File: config.mk
export PLATFORM = sky130hd
export DESIGN_NAME = multi_user_free_queue
export DESIGN_NICKNAME = d
export VERILOG_FILES = /design/src/rtl/multi_user_free_queue.sv
export SDC_FILE = /design/constraint.sdc
export NUM_CORES = 2
export LEC_CHECK = 0
export BUFFER_PORTS_ARGS = -buffer_cell sky130_fd_sc_hd__buf_4
export CORE_UTILIZATION = 55
export DETAILED_ROUTE_END_ITERATION = 12
export PLACE_DENSITY = 0.7
export SLEW_MARGIN = 10
export SYNTH_ARGS = -nofsm -noshare
export SYNTH_HDL_FRONTEND = slang
export SYNTH_MEMORY_MAX_BITS = 65536
export SYNTH_SLANG_ARGS = --single-unit
File: constraint.sdc
create_clock -name clk -period 66.3 [get_ports clk]
set_input_delay 3.315 -clock clk [delete_from_list [all_inputs] [get_ports clk]]
set_output_delay 3.315 -clock clk [all_outputs]
set_load 0.005 [all_outputs]
File: src/rtl/multi_user_free_queue.sv
// Free-pointer queue for the shared-buffer switch core.
// Holds the indices of unused 4-beat cells of the packet data RAM. After reset it fills itself
// with every cell index (0..DEPTH-1), one per cycle, then raises FQ_act and serves pops/pushes.
// The head pointer is presented show-ahead on ptr_dout_s.
// Optional: define FQ_ERR_FLAG_EN to add sticky fq_underflow / fq_overflow outputs.
module multi_user_free_queue #(
  parameter int unsigned DEPTH = 512,
  parameter int unsigned AW    = 9,
  parameter int unsigned PW    = 10,
  parameter int unsigned CW    = 10
) (
  input  logic          clk,
  input  logic          rstn,
  input  logic [15:0]   ptr_din,
  input  logic          FQ_wr,
  input  logic          FQ_rd,
  output logic [PW-1:0] ptr_dout_s,
  output logic          ptr_fifo_empty,
  output logic          FQ_act,
  output logic [CW-1:0] FQ_count
`ifdef FQ_ERR_FLAG_EN
  ,
  output logic          fq_underflow,
  output logic          fq_overflow
`endif
);

  localparam logic [CW-1:0] FullCnt = CW'(DEPTH);
  localparam logic [AW-1:0] LastIdx = AW'(DEPTH - 1);

  // StSettle is the one-cycle gap between the last init write and FQ_act rising.
  typedef enum logic [1:0] {StInit, StSettle, StActive} state_e;

  state_e state_q, state_d;

  logic [AW-1:0] mem [DEPTH];

  logic [AW-1:0] rd_p_q, rd_p_d;
  logic [AW-1:0] wr_p_q, wr_p_d;
  logic [AW-1:0] init_q, init_d;
  logic [CW-1:0] cnt_q, cnt_d;
  logic          empty_q;

  logic          init_en;
  logic          act_en;
  logic          rd_ok;
  logic          wr_ok;

  logic          mem_we;
  logic [AW-1:0] mem_waddr;
  logic [AW-1:0] mem_wdata;

  // FSM state register.
  always_ff @(posedge clk or negedge rstn) begin
    if (!rstn) begin
      state_q <= StInit;
    end else begin
      state_q <= state_d;
    end
  end

  // FSM next-state: walk the init counter to the last index, settle one cycle, then stay active.
  always_comb begin
    state_d = state_q;
    unique case (state_q)
      StInit: begin
        if (init_q == LastIdx) begin
          state_d = StSettle;
        end
      end
      StSettle: state_d = StActive;
      StActive: state_d = StActive;
      default:  state_d = StInit;
    endcase
  end

  // FSM outputs.
  always_comb begin
    init_en = 1'b0;
    act_en  = 1'b0;
    unique case (state_q)
      StInit:   init_en = 1'b1;
      StSettle: ;
      StActive: act_en  = 1'b1;
      default:  ;
    endcase
  end

  assign FQ_act = act_en;

  // Accepted operations. A push while full is taken only alongside an accepted pop.
  always_comb begin
    rd_ok = act_en && FQ_rd && (cnt_q != '0);
    wr_ok = act_en && FQ_wr && ((cnt_q != FullCnt) || rd_ok);
  end

  // Datapath next-state: init fill or normal push/pop bookkeeping.
  always_comb begin
    rd_p_d    = rd_p_q;
    wr_p_d    = wr_p_q;
    init_d    = init_q;
    cnt_d     = cnt_q;
    mem_we    = 1'b0;
    mem_waddr = wr_p_q;
    mem_wdata = ptr_din[AW-1:0];
    if (init_en) begin
      mem_we    = 1'b1;
      mem_waddr = init_q;
      mem_wdata = init_q;
      init_d    = init_q + AW'(1);
      wr_p_d    = wr_p_q + AW'(1);
      cnt_d     = cnt_q + CW'(1);
    end else begin
      if (wr_ok) begin
        mem_we = 1'b1;
        wr_p_d = wr_p_q + AW'(1);
      end
      if (rd_ok) begin
        rd_p_d = rd_p_q + AW'(1);
      end
      unique case ({wr_ok, rd_ok})
        2'b10:   cnt_d = cnt_q + CW'(1);
        2'b01:   cnt_d = cnt_q - CW'(1);
        default: cnt_d = cnt_q;
      endcase
    end
  end

  // Pointer, occupancy and empty registers; empty tracks cnt on the same edge.
  always_ff @(posedge clk or negedge rstn) begin
    if (!rstn) begin
      rd_p_q  <= '0;
      wr_p_q  <= '0;
      init_q  <= '0;
      cnt_q   <= '0;
      empty_q <= 1'b1;
    end else begin
      rd_p_q  <= rd_p_d;
      wr_p_q  <= wr_p_d;
      init_q  <= init_d;
      cnt_q   <= cnt_d;
      empty_q <= (cnt_d == '0);
    end
  end

  // Pointer storage; contents need no reset since init rewrites every entry.
  always_ff @(posedge clk) begin
    if (mem_we) begin
      mem[mem_waddr] <= mem_wdata;
    end
  end

  // Show-ahead head; forced to zero until the queue is usable and holds something.
  always_comb begin
    ptr_dout_s = '0;
    if (act_en && !empty_q) begin
      ptr_dout_s = PW'(mem[rd_p_q]);
    end
  end

  assign FQ_count       = cnt_q;
  assign ptr_fifo_empty = empty_q;

`ifdef FQ_ERR_FLAG_EN
  logic underflow_q;
  logic overflow_q;

  // Sticky misuse flags, cleared only by reset.
  always_ff @(posedge clk or negedge rstn) begin
    if (!rstn) begin
      underflow_q <= 1'b0;
      overflow_q  <= 1'b0;
    end else if (act_en) begin
      if (FQ_rd && (cnt_q == '0)) begin
        underflow_q <= 1'b1;
      end
      if (FQ_wr && (cnt_q == FullCnt) && !rd_ok) begin
        overflow_q <= 1'b1;
      end
    end
  end

  assign fq_underflow = underflow_q;
  assign fq_overflow  = overflow_q;
`endif

endmodule

==> run metrics <==
worst hold-check path type reg -> reg; Least-Margin Pin Slew 1.32 ns; Leak ~60 nW; DRT iter0 DRCs 13500; CP startpoint kind register; Clock Path Buffers 4; Distinct cells, synth 85; reg2reg path depth 7; YS warnings 0; CTS tree yes; multi-input logic area 38800 sq um; PortBufs 33; 1st-pass router iterations 7; skew final approximately 0.039 ns; Slew Limit Headroom 10.4%; pin count of the biggest net entering global routing about 180; layout cells sized above 1 22.5%; Post-synth top flop edfxtp_1; Worst Path Required ~63 ns; ys async rst share less than 1%; gr usage total between 20 and 30%; gp weighted congestion 0.854; # fillers 21900; minimum clock period 12.40 ns; most frequent cells in the layout edfxtp_1, mux4_2, nor2_1; Post-Syn Area 181000 sq um; CTS resizes 0; Max VDD drop 0.0000253 V; part of the cycle the worst path needs 18.7%; drt wl/cell ~36 um; Max Fclk 80.6 MHz; DRC viols 0; setup TNS 0 ns; cts hold-fix bufs 0; IO Count 42; CTS clk-pin slew, worst paths 0.06 ns; Non-Filler Instances 13300; EDFF count, synth around 4600; pwr/cell area around 29 nW/um^2; layout overhead on the synthesized area 10.5%; HPWL after detailed placement 275 mm; Vias 90200; Initial Util 55.3%; max-slew violations 0; Synth Instances 8378; post-DR vias/cell 6.78; Die X 576 um; layout net count 8582; row count between 200 and 250; FF+latch area 139000 sq um; DIE AREA 332000 sq um; commonest non-fill, non-tap cell in the layout edfxtp_1; Max Cap Viol 0; Core Region 328000 sq um; WHS Path Cells 1; post-synth top area cell edfxtp_1; H-tree depth 5; RSZ-0062 raised after global routing false; post-route ant nets 0; vias in the first global route 89700; Seq/Total Area, Yosys 76.9%; root buf cell clkbuf_16; syn nets 8406; Area contributors post-synth edfxtp_1, mux4_2, mux2i_1; TritonCTS Buffers 453; endpoints failing setup 0; final hold vios 0; global-route wire length before repair ~670 mm; clk_lat worst skew around 0.98 ns; count of state elements after synthesis 4648; Mean Syn Cell Area 21.6 sq um; CP Max Fanout between 40 and 50; arrival time worst endpoint 9.09 ns; gr ovfl total 0; CP Class reg -> out; Post-CTS Setup Bufs 0; total wire length 475 mm; Synth top area share 76.4%; initial antenna violation count 29; CP Capture Type output port; placed cell count 12400; clock sink count 4648; status completed; die height 576 um
==> state kept, by name (all words and copies together) (netlist names) <==
signal / cells
mem: 4608
FQ_count: 10
init_q: 9
rd_p_q: 9
wr_p_q: 9
state_q: 2
ptr_fifo_empty: 1
==> area by class of cell <==
class / instances / area share (%)
flip-flops and latches: 4648 / 69.6
clock buffers: 557 / 5.95
repair buffers: 237 / 0.970
multi-input cells: 3194 / 19.3
clock inverters: 282 / 1.35
well taps: 4346 / 2.72
inverters: 20 / 0.0412
diodes: 15 / 0.0187
==> report_power, final <==
part / internal, mW / switching [mW] / total, mW
combinational: 0.000545 / 0.000960 / 0.00152
clock: 1.46 / 1.09 / 2.56
sequential: 3.18 / 0 / 3.18
==> path summary, 6_finish.rpt <==
kind                       slack (ns)            end       start
setup reg to reg                60.82    mem[192][0]  state_q[0]
setup / recovery                53.90  ptr_dout_s[3]   rd_p_q[0]
hold / removal                   0.51      wr_p_q[8]   wr_p_q[8]
min in group asynchronous        2.35      init_q[0]        rstn
max in group asynchronous       63.49      rd_p_q[4]        rstn
hold reg to reg                  0.51      wr_p_q[8]   wr_p_q[8]
==> logic make-up after synthesis <==
| kind of cell | synth area share [%] |
|---|---|
| compound gates | 2.83 |
| xor+xnor | 0.155 |
| fa+ha+maj | 0.0552 |
| buf+inv | 2.00 |
| flops | 76.9 |
| mux | 15.7 |
| other cells | 0.00207 |
| simple gates | 2.36 |
==> metrics by stage <==
stage               util [%]  worst slack, ns  area [sq um]  hold slack (ns)  power (mW)
floorplan                  -            39.05        181000            0.461        3.24
CTS                     61.1            53.70        200000            0.513        5.75
finish                  61.1            53.90        200000            0.511        5.74
global placement        56.6            54.90        186000            0.479        3.24
detailed placement      56.6            54.79        186000            0.502        3.24
global route            61.1            53.43        200000            0.532        5.86
==> synthesized netlist by cell type (9+ instances only) <==
| master | count |
|---|---|
| a2111oi_0 | 20 |
| a211oi_1 | 39 |
| a21oi_1 | 137 |
| a221oi_1 | 26 |
| a22o_1 | 18 |
| a22oi_1 | 212 |
| a311oi_1 | 10 |
| a31oi_1 | 27 |
| and2_1 | 9 |
| and3_1 | 12 |
| buf_1 | 21 |
| buf_12 | 30 |
| buf_2 | 102 |
| buf_4 | 43 |
| buf_6 | 61 |
| buf_8 | 25 |
| clkbuf_1 | 220 |
| dfrtp_1 | 39 |
| edfxtp_1 | 4608 |
| inv_1 | 19 |
| mux2_2 | 17 |
| mux2i_1 | 276 |
| mux4_1 | 71 |
| mux4_2 | 1049 |
| nand2_1 | 189 |
| nand2b_1 | 18 |
| nand3_1 | 64 |
| nand4_1 | 14 |
| nor2_1 | 579 |
| nor2b_1 | 17 |
| nor3_1 | 47 |
| nor4_1 | 17 |
| o211ai_1 | 12 |
| o21ai_0 | 62 |
| o21ai_1 | 11 |
| o221ai_1 | 28 |
| o22ai_1 | 63 |
| o31ai_1 | 9 |
| xnor2_1 | 24 |
==> worst max-delay path, stage by stage, from the launching register on <==
cell     delay (ns)
dfrtp_4        0.83
buf_4          0.76
buf_4          0.59
buf_4          0.64
buf_4          0.72
buf_4          0.56
buf_4          0.82
mux4_2         0.60
a22oi_1        0.24
a21oi_1        0.23
nor3_1         0.96
o32ai_1        0.26
and3_1         0.42
buf_4          0.22
==> per-layer routing <==
| layer | track usage [%] | wire length [um] |
|---|---|---|
| met2 | 43.8 | 221000 |
| met5 | 0 | 41 |
| met3 | 6.93 | 57500 |
| met1 | 40.0 | 173000 |
| met4 | 12.0 | 22700 |
Note: power is estimated with default switching activity, not from simulation.
